--- src/rtl/prog_sequencer_pkg.sv ---
// Shared types and defaults for the program sequencer: opcode and FSM state
// encodings plus the default program entry points.
package prog_sequencer_pkg;

    localparam logic [7:0] START_A_DEF = 8'h00;
    localparam logic [7:0] START_B_DEF = 8'h40;
    localparam logic [8:0] IR_NOP      = 9'h1E0;

    typedef enum logic [3:0] {
        OP_ADD  = 4'h0,
        OP_ALU1 = 4'h1,
        OP_ALU2 = 4'h2,
        OP_ALU3 = 4'h3,
        OP_ALU4 = 4'h4,
        OP_EQ0  = 4'h5,
        OP_ALU6 = 4'h6,
        OP_ALU7 = 4'h7,
        OP_ALU8 = 4'h8,
        OP_ALU9 = 4'h9,
        OP_ALUA = 4'hA,
        OP_JMP  = 4'hB,
        OP_ALUC = 4'hC,
        OP_LDST = 4'hD,
        OP_HALT = 4'hE,
        OP_NOP  = 4'hF
    } opcode_e;

    typedef enum logic [2:0] {
        S_IDLE,
        S_FETCH,
        S_DECODE,
        S_EXEC,
        S_MEM,
        S_HALT
    } state_e;

endpackage

--- src/rtl/prog_sequencer_sat.sv ---
// Saturating up-counter with synchronous clear; clear wins over enable.
module sat_counter #(
    parameter int unsigned CNT_W = 16
) (
    input  logic             clk,
    input  logic             reset,
    input  logic             en_i,
    input  logic             clr_i,
    output logic [CNT_W-1:0] cnt_o
);

    logic [CNT_W-1:0] cnt_q, cnt_d;

    always_comb begin
        cnt_d = cnt_q;
        if (clr_i) begin
            cnt_d = '0;
        end else if (en_i && (cnt_q != '1)) begin
            cnt_d = cnt_q + CNT_W'(1);
        end
    end

    always_ff @(posedge clk or posedge reset) begin
        if (reset) begin
            cnt_q <= '0;
        end else begin
            cnt_q <= cnt_d;
        end
    end

    assign cnt_o = cnt_q;

endmodule

--- src/rtl/prog_sequencer.sv ---
// Program sequencer: fetch/decode/execute/memory FSM steering an external ALU,
// instruction memory and data memory, with run-cycle counter and sticky overflow.
module prog_sequencer
    import prog_sequencer_pkg::*;
#(
    parameter logic [7:0]  START_A = START_A_DEF,
    parameter logic [7:0]  START_B = START_B_DEF,
    parameter int unsigned CNT_W   = 16
) (
    input  logic             clk,
    input  logic             reset,
    input  logic             start_i,
    input  logic             prog_sel_i,
    input  logic [8:0]       instr_i,
    input  logic [7:0]       alu_out_i,
    input  logic             branch_taken_i,
    input  logic             overflow_i,
    input  logic             mem_ack_i,
    output logic [7:0]       pc_o,
    output logic             imem_en_o,
    output logic [3:0]       alu_opcode_o,
    output logic [7:0]       start_addr_o,
    output logic             reg_we_o,
    output logic             mem_req_o,
    output logic             mem_we_o,
    output logic             ovf_flag_o,
    output logic             busy_o,
    output logic             done_o,
    output logic [CNT_W-1:0] cycle_cnt_o
);

    state_e     state_q, state_d;
    logic [7:0] pc_q, pc_d;
    logic [7:0] start_addr_q, start_addr_d;
    logic [8:0] ir_q, ir_d;
    logic       ovf_q, ovf_d;
    logic       cnt_clr;
    logic [7:0] pc_inc;
    opcode_e    op;
    logic       ir_unused;

    assign op        = opcode_e'(ir_q[8:5]);
    assign pc_inc    = pc_q + 8'd1;
    // Operand field is consumed by the ALU from its own copy, not here.
    assign ir_unused = ^ir_q[4:1];

    assign pc_o         = pc_q;
    assign start_addr_o = start_addr_q;
    assign ovf_flag_o   = ovf_q;

    always_ff @(posedge clk or posedge reset) begin
        if (reset) begin
            state_q      <= S_IDLE;
            pc_q         <= START_A;
            start_addr_q <= START_A;
            ir_q         <= IR_NOP;
            ovf_q        <= 1'b0;
        end else begin
            state_q      <= state_d;
            pc_q         <= pc_d;
            start_addr_q <= start_addr_d;
            ir_q         <= ir_d;
            ovf_q        <= ovf_d;
        end
    end

    always_comb begin
        state_d      = state_q;
        pc_d         = pc_q;
        start_addr_d = start_addr_q;
        ir_d         = ir_q;
        ovf_d        = ovf_q;
        cnt_clr      = 1'b0;
        imem_en_o    = 1'b0;
        alu_opcode_o = 4'hF;
        reg_we_o     = 1'b0;
        mem_req_o    = 1'b0;
        mem_we_o     = 1'b0;
        busy_o       = 1'b0;
        done_o       = 1'b0;

        case (state_q)
            S_IDLE, S_HALT: begin
                done_o = (state_q == S_HALT);
                if (start_i) begin
                    start_addr_d = prog_sel_i ? START_B : START_A;
                    pc_d         = prog_sel_i ? START_B : START_A;
                    ovf_d        = 1'b0;
                    cnt_clr      = 1'b1;
                    state_d      = S_FETCH;
                end
            end
            S_FETCH: begin
                busy_o    = 1'b1;
                imem_en_o = 1'b1;
                state_d   = S_DECODE;
            end
            S_DECODE: begin
                busy_o  = 1'b1;
                ir_d    = instr_i;
                state_d = S_EXEC;
            end
            S_EXEC: begin
                busy_o       = 1'b1;
                alu_opcode_o = ir_q[8:5];
                state_d      = S_FETCH;
                case (op)
                    OP_EQ0, OP_JMP: pc_d = branch_taken_i ? alu_out_i : pc_inc;
                    OP_LDST: begin
                        mem_we_o = ir_q[0];
                        state_d  = S_MEM;
                    end
                    OP_HALT: state_d = S_HALT;
                    OP_NOP:  pc_d = pc_inc;
                    default: begin
                        reg_we_o = 1'b1;
                        pc_d     = pc_inc;
                        if ((op == OP_ADD) && overflow_i) begin
                            ovf_d = 1'b1;
                        end
                    end
                endcase
            end
            S_MEM: begin
                busy_o       = 1'b1;
                alu_opcode_o = ir_q[8:5];
                mem_req_o    = 1'b1;
                mem_we_o     = ir_q[0];
                if (mem_ack_i) begin
                    reg_we_o = ~ir_q[0];
                    pc_d     = pc_inc;
                    state_d  = S_FETCH;
                end
            end
            default: state_d = S_IDLE;
        endcase
    end

    sat_counter #(
        .CNT_W(CNT_W)
    ) u_cycle_cnt (
        .clk  (clk),
        .reset(reset),
        .en_i (busy_o),
        .clr_i(cnt_clr),
        .cnt_o(cycle_cnt_o)
    );

endmodule

--- config.mk ---
export PLATFORM = sky130hd
export DESIGN_NAME = prog_sequencer
export DESIGN_NICKNAME = d
export VERILOG_FILES = /design/src/rtl/prog_sequencer_pkg.sv /design/src/rtl/prog_sequencer_sat.sv /design/src/rtl/prog_sequencer.sv
export SDC_FILE = /design/constraint.sdc
export NUM_CORES = 1
export LEC_CHECK = 0
export ABC_AREA = 0
export BUFFER_PORTS_ARGS = -buffer_cell sky130_fd_sc_hd__buf_4
export CORE_MARGIN = 10
export CORE_UTILIZATION = 30
export CTS_CLUSTER_SIZE = 40
export DETAILED_ROUTE_END_ITERATION = 8
export GPL_ROUTABILITY_DRIVEN = 0
export GPL_TIMING_DRIVEN = 1
export SETUP_SLACK_MARGIN = 0.5
export SLEW_MARGIN = 5
export SYNTH_ARGS = -nofsm -noshare
export SYNTH_HDL_FRONTEND = slang
export SYNTH_SLANG_ARGS = --single-unit
export TNS_END_PERCENT = 5
--- constraint.sdc ---
create_clock -name clk -period 4.43 [get_ports clk]
set_input_delay 0.443 -clock clk [delete_from_list [all_inputs] [get_ports clk]]
set_output_delay 0.443 -clock clk [all_outputs]
set_load 0.01 [all_outputs]
---- Word level (Yosys, flattened, before mapping) ----
Index checks and enable logic that the tools add are counted.
word-level totals
  memories kept ........................... 0
  word-level logic and storage cells ...... 70
  memory bits (read-only) ................. 0
  bits in latches ......................... 0
  bits in writable memories ............... 0
  output and inout bits ................... 43
  input bits .............................. 24
  bits in registers ....................... 45
cells by class
  $mul .................................... 0
  shifts and indexed selects .............. 0
  reductions and logical operators ........ 17
  add/subtract/negate cells ............... 2
  bitwise logic cells ..................... 1
  equal/unequal tests ..................... 16
  div/mod/pow operators ................... 0
  order comparisons ....................... 0
  mux-type cells .......................... 28
operators with widths
  operator               number
  $mux 16                2
  $mux 8                 3
  $pmux 8 s3             1
  $add 16x1->16 const B  1
  $eq 4x4->1 const B     4
  $ne 16x16->1 const B   1
  $pmux 8 s2             1
  $pmux 3 s5             1
  $mux 1                 12
  $ne 2x2->1 const B     5
  $add 8x1->8 const B    1
  $reduce_and 4->1       2
  $reduce_or 2->1        4
  $mux 7                 1
  $eq 3x2->1 const B     2
  $eq 3x3->1 const B     2
  $mux 3                 2
  $pmux 1 s2             3
  $pmux 3 s2             1
  $reduce_or 5->1        1
  $eq 4x3->1 const B     1
  $logic_not 4->1        1
  $mux 4                 1
  $reduce_and 2->1       2
  other kinds (7)        9

---- Depth between registers and ports, before layout ----
Gate-level depths: netlist of run 1.
  depth after elaboration ................. 6
  depth in mapped cells ................... 7
  gate-level depth less buffers ........... 6

---- Hierarchy ----
From an unflattened synthesis of run 1, not the netlist that was laid out.
unflattened totals
  cell total of the unflattened synthesis .. 251
  area, all modules ....................... 2,220.9 µm²
by module, submodules not included
  module          cells each  sequential area each (µm²)  area each (µm²)  instances
  prog_sequencer  150         455.4                       1,288.7          1
  sat_counter     101         400.4                       932.1            1

---- Worst setup path after synthesis of run 1 ----
OpenSTA, ideal clock, no wires.
  path type ............................... flip-flop to output port
  from .................................... register state_q[1]
  to ...................................... output port alu_opcode_o[0]
  arrival time ............................ 1.588 ns
  path buffers ............................ 1
  required time ........................... 3.987 ns
  cell stages (with the launch flop) ...... 5
  slack ................................... 2.399 ns
  cells stage by stage .................... dfrtp_1 clkbuf_1 nor3b_2 nor2_1 or2_2
on the way
  cells in the longest elaborated chain, start to end .. 3
  elaborated cells between the ends (all ways) .. 4
  those cells by class .................... eq/ne (2); mux (1); reduce/logical (1)
ends and longest elaborated chain
  item                                      line                  text
  from (decl)                               prog_sequencer.sv:32  state_e state_q, state_d;
  from (signal assigned)                    prog_sequencer.sv:59  state_q <= state_d;
  $eq 3x3->1 or $eq 3x2->1 (tied branches)  prog_sequencer.sv:82  case (state_q)
  $reduce_or 2->1 (no line) *               -
  $mux 4 *                                  prog_sequencer.sv:82
  to (decl)                                 prog_sequencer.sv:21  output logic [3:0] alu_opcode_o,
Mark *: on every way between the ends. The rest lies on a longest branch, timed or not.

---- Worst setup path after layout of run 1 ----
  from .................................... register state_q[2]
  to ...................................... output port alu_opcode_o[0]
The elaborated chain is that of the path after synthesis.

==> results by group, run 1 <==
STA
  – Setup TNS: 0 ps
  – Setup violations, final: 0
  – Fmax: 0.398 GHz
  – Slew Limit Fails: 0
  – Unrepaired setup endpoints after global routing: false
  – Final worst path period need: 2510 ps
  – Hold slack: 274 ps
  – Final critical-path share of the clock period: 0.567
  – Final worst slack: 1920 ps
  – Final hold vios: 0
  – Rel. slew slack: 0.596
  – Worst-margin pin slew: 603 ps
  – Clock skew: 4.13 ps

Layout
  – Highest-count cells in the layout ignoring fill and taps: buf_4 (57), dfrtp_1 (30), nor2_1 (16), nand2_1 (16), o21ai_0 (11)
  – Layout filler cell count: 731
  – Commonest non-fill, non-tap cell in the layout: buf_4
  – Nets: 301
  – Area Overhead vs Synth: 26.4%
  – Diodes inserted: 0
  – Share of cells above drive strength 1: 0.335

Setup path
  – RR Startpoint: ir_q[7]
  – Data required time at the worst endpoint: 3990 ps
  – Setup crit end kind: output port
  – Worst Setup Start Kind: register
  – Critical path destination: alu_opcode_o[0]
  – R2R cell count: 5
  – Setup crit start: state_q[2]
  – Critical R2R Capture: pc_o[7]
  – CP Max Fanout: 12
  – Reg-to-reg setup timing slack: 2370 ps
  – Setup CP Type: reg -> out
  – Worst path arrival time: 2070 ps

Clock network
  – Clock tree from TritonCTS: done
  – Clock tree sinks: 34
  – Post_cts resized: 0
  – CTS Buf Count: 5
  – Reg clk slew, reported paths: 70 ps
  – Root buffer selected by CTS: clkbuf_8
  – Clock Tree Buf Depth: 2
  – Clock Latency Late Sink: 280 ps
  – H-tree depth: 2
  – Number of post-CTS setup repair buffers: 0
  – CTS Hold Buffers Added: 0

Synthesis
  – Asr flop ratio synth: 1.00
  – Synthesized cell area: 2110 um^2
  – Post-synth top flop: dfrtp_1
  – Synthesis Warnings: 0
  – Post-synth EDFFs: 0
  – Synthesis-stage register bit count: 34
  – Mapped Avg Cell Area: 9.59 um^2
  – Synth Instances: 220
  – Yosys cell types: 63
  – Sequential element share of the synthesized area: 0.406

Power and ir drop
  – Post-layout total power: 1.46 mW
  – PwrDens: 547 nW/um^2
  – Maximum vdd drop: 263 uV
  – Sequential power share: 0.377
  – Combinational share of power: 0.475
  – Clock power frac: 0.148
  – Lkg Pwr: 1.20 nW
  – Switch share: 0.413
  – Net Sw Power: 0.603 mW
  – Pint: 0.856 mW

Route
  – DRT Pass-1 Iters: 4
  – Drt total wl: 5570 um
  – ANT nets after route: 0
  – Detailed-route via count: 1828
  – WL per Instance: 15.0 um
  – Iter 0 DRT Violations: 46
  – DRC viols: 0
  – Vias per inst: 4.93

Floorplan
  – Core Area: 6830 um^2
  – Initial core utilization: 0.309
  – Die width: 104 um
  – # IOs: 67
  – Full die area: 10800 um^2
  – Num rows: 30
  – Die H: 104 um

GRT
  – Antenna violations before repair: 0
  – Vias in the first global route: 1903
  – Pin count of the biggest net entering global routing: 35
  – Grt ovf: 0
  – GRT Util Overall: 0.102
  – First-pass GRT wire length: 9470 um

Placed design
  – Pre-CTS setup slack: 2240 ps
  – Detail Placement HPWL: 4140 um
  – Buffers on Ports: 55

Hold path
  – Worst hold path class: in -> async

Outcome
  – Status: complete, no violations

Run
  – Max Cap Viol: 0
## layer usage
metal	wire length [um]	vias to the layer above	global-route usage
li1	-	905	-
met1	2510	872	0.124
met2	2580	46	0.166
met3	456	5	0.0434
met4	29	0	0.0209
met5	0	-	0
## flip-flops by register name (all words and copies together), names as in the netlist
signal             count
state_q                3
u_cycle_cnt.cnt_o     16
ir_q                   5
start_addr_o           1
ovf_flag_o             1
pc_o                   8
## cells by family (layout without fill, tap and decap cells)
| kind of cell | count (synthesis) | in the layout | share of synthesized area |
|---|---|---|---|
| AOI/OAI and AO/OA | 54 | 54 | 0.196 |
| xor gates and xnor gates | 6 | 6 | 0.0249 |
| adders and majority gates | 2 | 2 | 0.0119 |
| buffers and inverters | 24 | 73 | 0.0617 |
| DFF | 34 | 34 | 0.406 |
| muxes | 8 | 8 | 0.0403 |
| other | 1 | 7 | 0.00178 |
| and+or+nand+nor | 91 | 91 | 0.257 |
## worst max-delay path, stage by stage (launching register included)
cell and delay (ps):
dfrtp_1 540, nor3b_2 590, nor2_1 200, or2_2 320, buf_4 150
## area by class of cell
| cell class | count | area, um^2 | area share |
|---|---|---|---|
| flip-flops and latches | 34 | 856 | 0.321 |
| clock buffers | 7 | 76.3 | 0.0286 |
| multi-input cells | 168 | 1150 | 0.432 |
| repair buffers | 57 | 428 | 0.160 |
| well taps | 96 | 120 | 0.0450 |
| inverters | 9 | 33.8 | 0.0127 |
## synthesized netlist by cell type, types with 2 or more instances
| library cell | instances | area share |
|---|---|---|
| a21o_1 | 3 | 0.011 |
| a21oi_1 | 9 | 0.021 |
| a221o_1 | 3 | 0.014 |
| a31oi_1 | 2 | 0.0059 |
| and3_1 | 3 | 0.0089 |
| buf_2 | 2 | 0.0047 |
| buf_4 | 8 | 0.028 |
| clkbuf_1 | 4 | 0.0071 |
| dfrtp_1 | 30 | 0.36 |
| dfstp_2 | 4 | 0.050 |
| ha_1 | 2 | 0.012 |
| inv_1 | 9 | 0.016 |
| mux2_2 | 4 | 0.021 |
| mux2i_1 | 4 | 0.019 |
| nand2_1 | 16 | 0.028 |
| nand2b_1 | 2 | 0.0059 |
| nand3_1 | 7 | 0.017 |
| nand3b_1 | 4 | 0.014 |
| nand4_1 | 5 | 0.015 |
| nor2_1 | 16 | 0.028 |
| nor2b_1 | 2 | 0.0059 |
| nor3_1 | 6 | 0.014 |
| nor3b_2 | 2 | 0.012 |
| nor4_1 | 3 | 0.0089 |
| nor4b_1 | 3 | 0.012 |
| o21a_1 | 3 | 0.011 |
| o21ai_0 | 11 | 0.026 |
| o21bai_1 | 3 | 0.011 |
| o22ai_1 | 2 | 0.0059 |
| o31ai_1 | 2 | 0.0071 |
| or2_2 | 6 | 0.018 |
| or3_1 | 5 | 0.015 |
| xnor2_1 | 5 | 0.021 |
## worst min path at each step
stage	start	end	slack (ps)	cells past startpoint
2_1_floorplan	ir_q[0]	ir_q[0]	490	1
3_3_place_gp	start_addr_o[6]	start_addr_o[6]	470	2
3_5_place_dp	start_addr_o[6]	start_addr_o[6]	470	2
4_1_cts	reset	state_q[2]	290	3
5_1_grt	reset	state_q[1]	330	3
6_report	reset	u_cycle_cnt.cnt_o[10]	270	3
## power by group through the flow
| stage | clock network, mW | registers [mW] | logic, mW |
|---|---|---|---|
| global placement | 0 | 0.552 | 0.693 |
| CTS | 0.229 | 0.550 | 0.706 |
| floorplan | 0 | 0.520 | 0.497 |
| finish | 0.216 | 0.549 | 0.693 |
| detailed placement | 0 | 0.555 | 0.704 |
| global route | 0.235 | 0.571 | 0.783 |
## per-stage QoR
step           cell area (um^2)  instances  utilization
6_report                   2670        371        0.390
2_1_floorplan              2130        226            -
3_5_place_dp               2590        364        0.379
5_1_grt                    2670        371        0.390
3_3_place_gp               2590        364        0.379
4_1_cts                    2670        371        0.390
Power figures use the tool's default switching activity.
==> run 2, diff against run 1 <==
--- a/config.mk
+++ b/config.mk
@@ -5,7 +5,7 @@
 export SDC_FILE = /design/constraint.sdc
 export NUM_CORES = 1
 export LEC_CHECK = 0
-export ABC_AREA = 0
+export ABC_AREA = 1
 export BUFFER_PORTS_ARGS = -buffer_cell sky130_fd_sc_hd__buf_4
 export CORE_MARGIN = 10
 export CORE_UTILIZATION = 30
==> constraint.sdc (replaced) <==
create_clock -name clk -period 2 [get_ports clk]
set_input_delay 0.2 -clock clk [delete_from_list [all_inputs] [get_ports clk]]
set_output_delay 0.2 -clock clk [all_outputs]
set_load 0.01 [all_outputs]
==> run 2 against run 1 <==
Clock skew grew 5.8 ps. Power grew to 3.1 times the previous value. Worst hold slack lost 160 ps. Non-clock buffer count grew 30. Via count grew 38%. Global-route usage grew 1.8 points. Cell area grew 27%. Clock power grew 140%. Sequential cell count is the same. Sequential share of layout area shrank 6.6 points. Sequential power grew 130%.
==> results by group, run 2 <==
STA
  – Setup violations, final: 0 (unchanged)
  – Clock skew: 9.90 ps (+5.77 ps)
  – Slew Limit Fails: 0 (unchanged)
  – Rel. slew slack: 0.647 (+0.0514)
  – Hold slack: 119 ps (-155 ps)
  – Final hold vios: 0 (unchanged)
  – Final worst path period need: 1610 ps
  – Worst-margin pin slew: 527 ps (-76.3 ps)
  – Final critical-path share of the clock period: 0.806
  – Unrepaired setup endpoints after global routing: true
  – Setup TNS: 0 ps (unchanged)
  – Fmax: 0.620 GHz

Floorplan
  – # IOs: 67 (unchanged)
  – Die width: 110 um (+5.5%)
  – Core Area: 7770 um^2 (+14%)
  – Full die area: 12000 um^2 (+11%)
  – Die H: 110 um (+5.5%)
  – Num rows: 32 (+6.7%)
  – Initial core utilization: 0.310 (+0.000809)

GRT
  – First-pass GRT wire length: 11600 um (+23%)
  – Antenna violations before repair: 0 (unchanged)
  – Pin count of the biggest net entering global routing: 17 (-51%)
  – Grt ovf: 0 (unchanged)
  – GRT Util Overall: 0.120 (+0.0180)
  – Vias in the first global route: 2457 (+29%)

Route
  – Vias per inst: 4.70 (-4.6%)
  – DRC viols: 0 (unchanged)
  – Drt total wl: 7300 um (+31%)
  – WL met2: 3320 um (+29%)
  – Met3 WL: 643 um (+41%)
  – Max Used Layer: met4
  – DRT met1 WL: 3280 um (+31%)
  – Iter 0 DRT Violations: 104 (+130%)
  – WL per Instance: 13.6 um (-9.1%)
  – ANT nets after route: 0 (unchanged)
  – Detailed-route via count: 2514 (+38%)
  – DRT Pass-1 Iters: 4 (unchanged)

Layout
  – Max reg flops: 16 (unchanged)
  – Layout filler cell count: 821 (+12%)
  – Area Overhead vs Synth: 41.0%
  – Commonest non-fill, non-tap cell in the layout: nand2_1
  – Nets: 458 (+52%)
  – Highest-count cells in the layout ignoring fill and taps: nand2_1 (94), buf_4 (78), nor2_1 (34)
  – Share of cells above drive strength 1: 0.374 (+0.0396)
  – Diodes inserted: 0 (unchanged)

Outcome
  – Status: complete, no violations

Setup path
  – Setup crit end kind: output port
  – Setup CP Type: reg -> out
  – Worst Setup Start Kind: register
  – CP Max Fanout: 3 (-9)
  – Worst path arrival time: 1410 ps (-660 ps)
  – Data required time at the worst endpoint: 1800 ps (-2190 ps)

Synthesis
  – Synthesis Warnings: 0 (unchanged)
  – Synth cell count leaders: nand2_1 (103), nor2_1 (38), inv_1 (32)
  – Top cells by area, synth: dfrtp_1 (31%), nand2_1 (16%), nor2_1 (5.9%), nand3_1 (5.6%), inv_1 (5.0%)
  – Synth Instances: 345 (+57%)
  – Yosys cell types: 34 (-46%)
  – Sequential element share of the synthesized area: 0.356 (-0.0498)
  – Post-synth EDFFs: 0 (unchanged)
  – Most common cell in the netlist: nand2_1
  – Asr flop ratio synth: 1.00 (unchanged)
  – Synthesis-stage register bit count: 34 (unchanged)
  – Synthesized cell area: 2400 um^2 (+14%)
  – Post-synth top flop: dfrtp_1
  – Synth top area share: 0.312 (-0.0437)
  – Synth area leader: dfrtp_1
  – Mapped Avg Cell Area: 6.97 um^2 (-27%)

Power and ir drop
  – Clock power frac: 0.114 (-0.034)
  – PwrDens: 1320 nW/um^2 (+140%)
  – Combinational share of power: 0.605 (+0.130)
  – Lkg Pwr: 1.71 nW (+43%)
  – Sequential power share: 0.281 (-0.096)
  – Pint: 2.39 mW (+180%)
  – Switch share: 0.465 (+0.0514)
  – Net Sw Power: 2.07 mW (+240%)
  – Maximum vdd drop: 567 uV (+120%)

Clock network
  – Root buffer selected by CTS: clkbuf_8
  – Clock Tree Buf Depth: 2 (unchanged)
  – Clock tree sinks: 34 (unchanged)
  – Reg clk slew, reported paths: 80 ps (about the same)
  – Clock tree from TritonCTS: done
  – CTS Buf Count: 5 (unchanged)
  – Clock Latency Late Sink: 290 ps (about the same)
  – H-tree depth: 2 (unchanged)

Placed design
  – Buffers on Ports: 55 (unchanged)
  – Detail Placement HPWL: 5410 um (+31%)

Run
  – Max Cap Viol: 0 (unchanged)

Hold path
  – Worst hold path class: in -> reg
==> run 2: cell types whose count changed in the layout (fill, tap and decap cells not counted), moves of 16 or more <==
| cell | before | now |
|---|---|---|
| buf_4 | 57 | 78 |
| inv_1 | 9 | 26 |
| nand2_1 | 16 | 94 |
| nand2_2 | 1 | 17 |
| nand3_1 | 7 | 23 |
| nor2_1 | 16 | 34 |
==> run 2: layout make-up <==
type	instances	area, um^2	area share
sequential	34	865	0.255
inverter	38	150	0.0443
tap	102	128	0.0376
timing repair buffer	87	703	0.207
multi-input combinational	266	1470	0.432
clock buffer	8	80.1	0.0236
==> run 2: timing repair <==
item                                    CTS  global route
pin swaps                                 9            19
setup buffers                            15            10
endpoints found under the setup margin   32            40
hold buffers                              1             0
resized for setup                        14            44
endpoints found under the hold margin     8             0
==> run 2: cell families (layout without fill, tap and decap cells) <==
kind of cell,after synthesis,in the layout,share of synthesized area
xor gates and xnor gates,9,9,0.0328
and+or+nand+nor,217,217,0.425
AOI/OAI and AO/OA,31,31,0.0708
other,1,7,0.00156
DFF,34,34,0.356
buffers and inverters,51,133,0.104
adders and majority gates,2,2,0.0104
==> run 2: power groups by stage <==
stage | registers (mW) | clock network, mW | logic (mW)
after floorplan | 1.22 | 0 | 1.40
after global placement | 1.24 | 0 | 2.03
after detailed placement | 1.24 | 0 | 2.08
after CTS | 1.23 | 0.518 | 2.47
after global routing | 1.30 | 0.541 | 2.99
final | 1.25 | 0.509 | 2.70
==> run 2: final timing paths <==
kind                                 start  cells past startpoint  slack (ps)                    to
worst min register to register  ovf_flag_o                      2         510            ovf_flag_o
worst max-delay path               ir_q[6]                      5         390              reg_we_o
worst min-delay path            prog_sel_i                      3         120       start_addr_o[6]
max in group asynchronous            reset                      4         880               ir_q[6]
min in group asynchronous            reset                      3         460  u_cycle_cnt.cnt_o[9]
worst max register to register     ir_q[5]                     11         420               pc_o[3]
==> run 2: metrics by stage <==
step                      cells  worst slack (ps)  power (mW)   util  cell area [um^2]
after floorplan             351               502        2.62      -              2440
after global placement      501               260        3.27  0.375              2920
after detailed placement    501               240        3.32  0.375              2920
after CTS                   525               341        4.22  0.410              3190
after global routing        535               323        4.83  0.437              3390
final                       535               388        4.46  0.437              3390
==> run 2: worst max-delay path, stage by stage (launching register included) <==
cell and delay, ps:
dfstp_2 600, nor2_4 60, nand2_2 60, nand2_2 70
o31ai_4 200, buf_6 140
==> run 2: metal layers <==
metal / global-route usage / vias to the layer above
li1: - / 1268
met1: 0.152 / 1160
met2: 0.190 / 77
met3: 0.0456 / 9
met4: 0.0270 / 0
met5: 0 / -
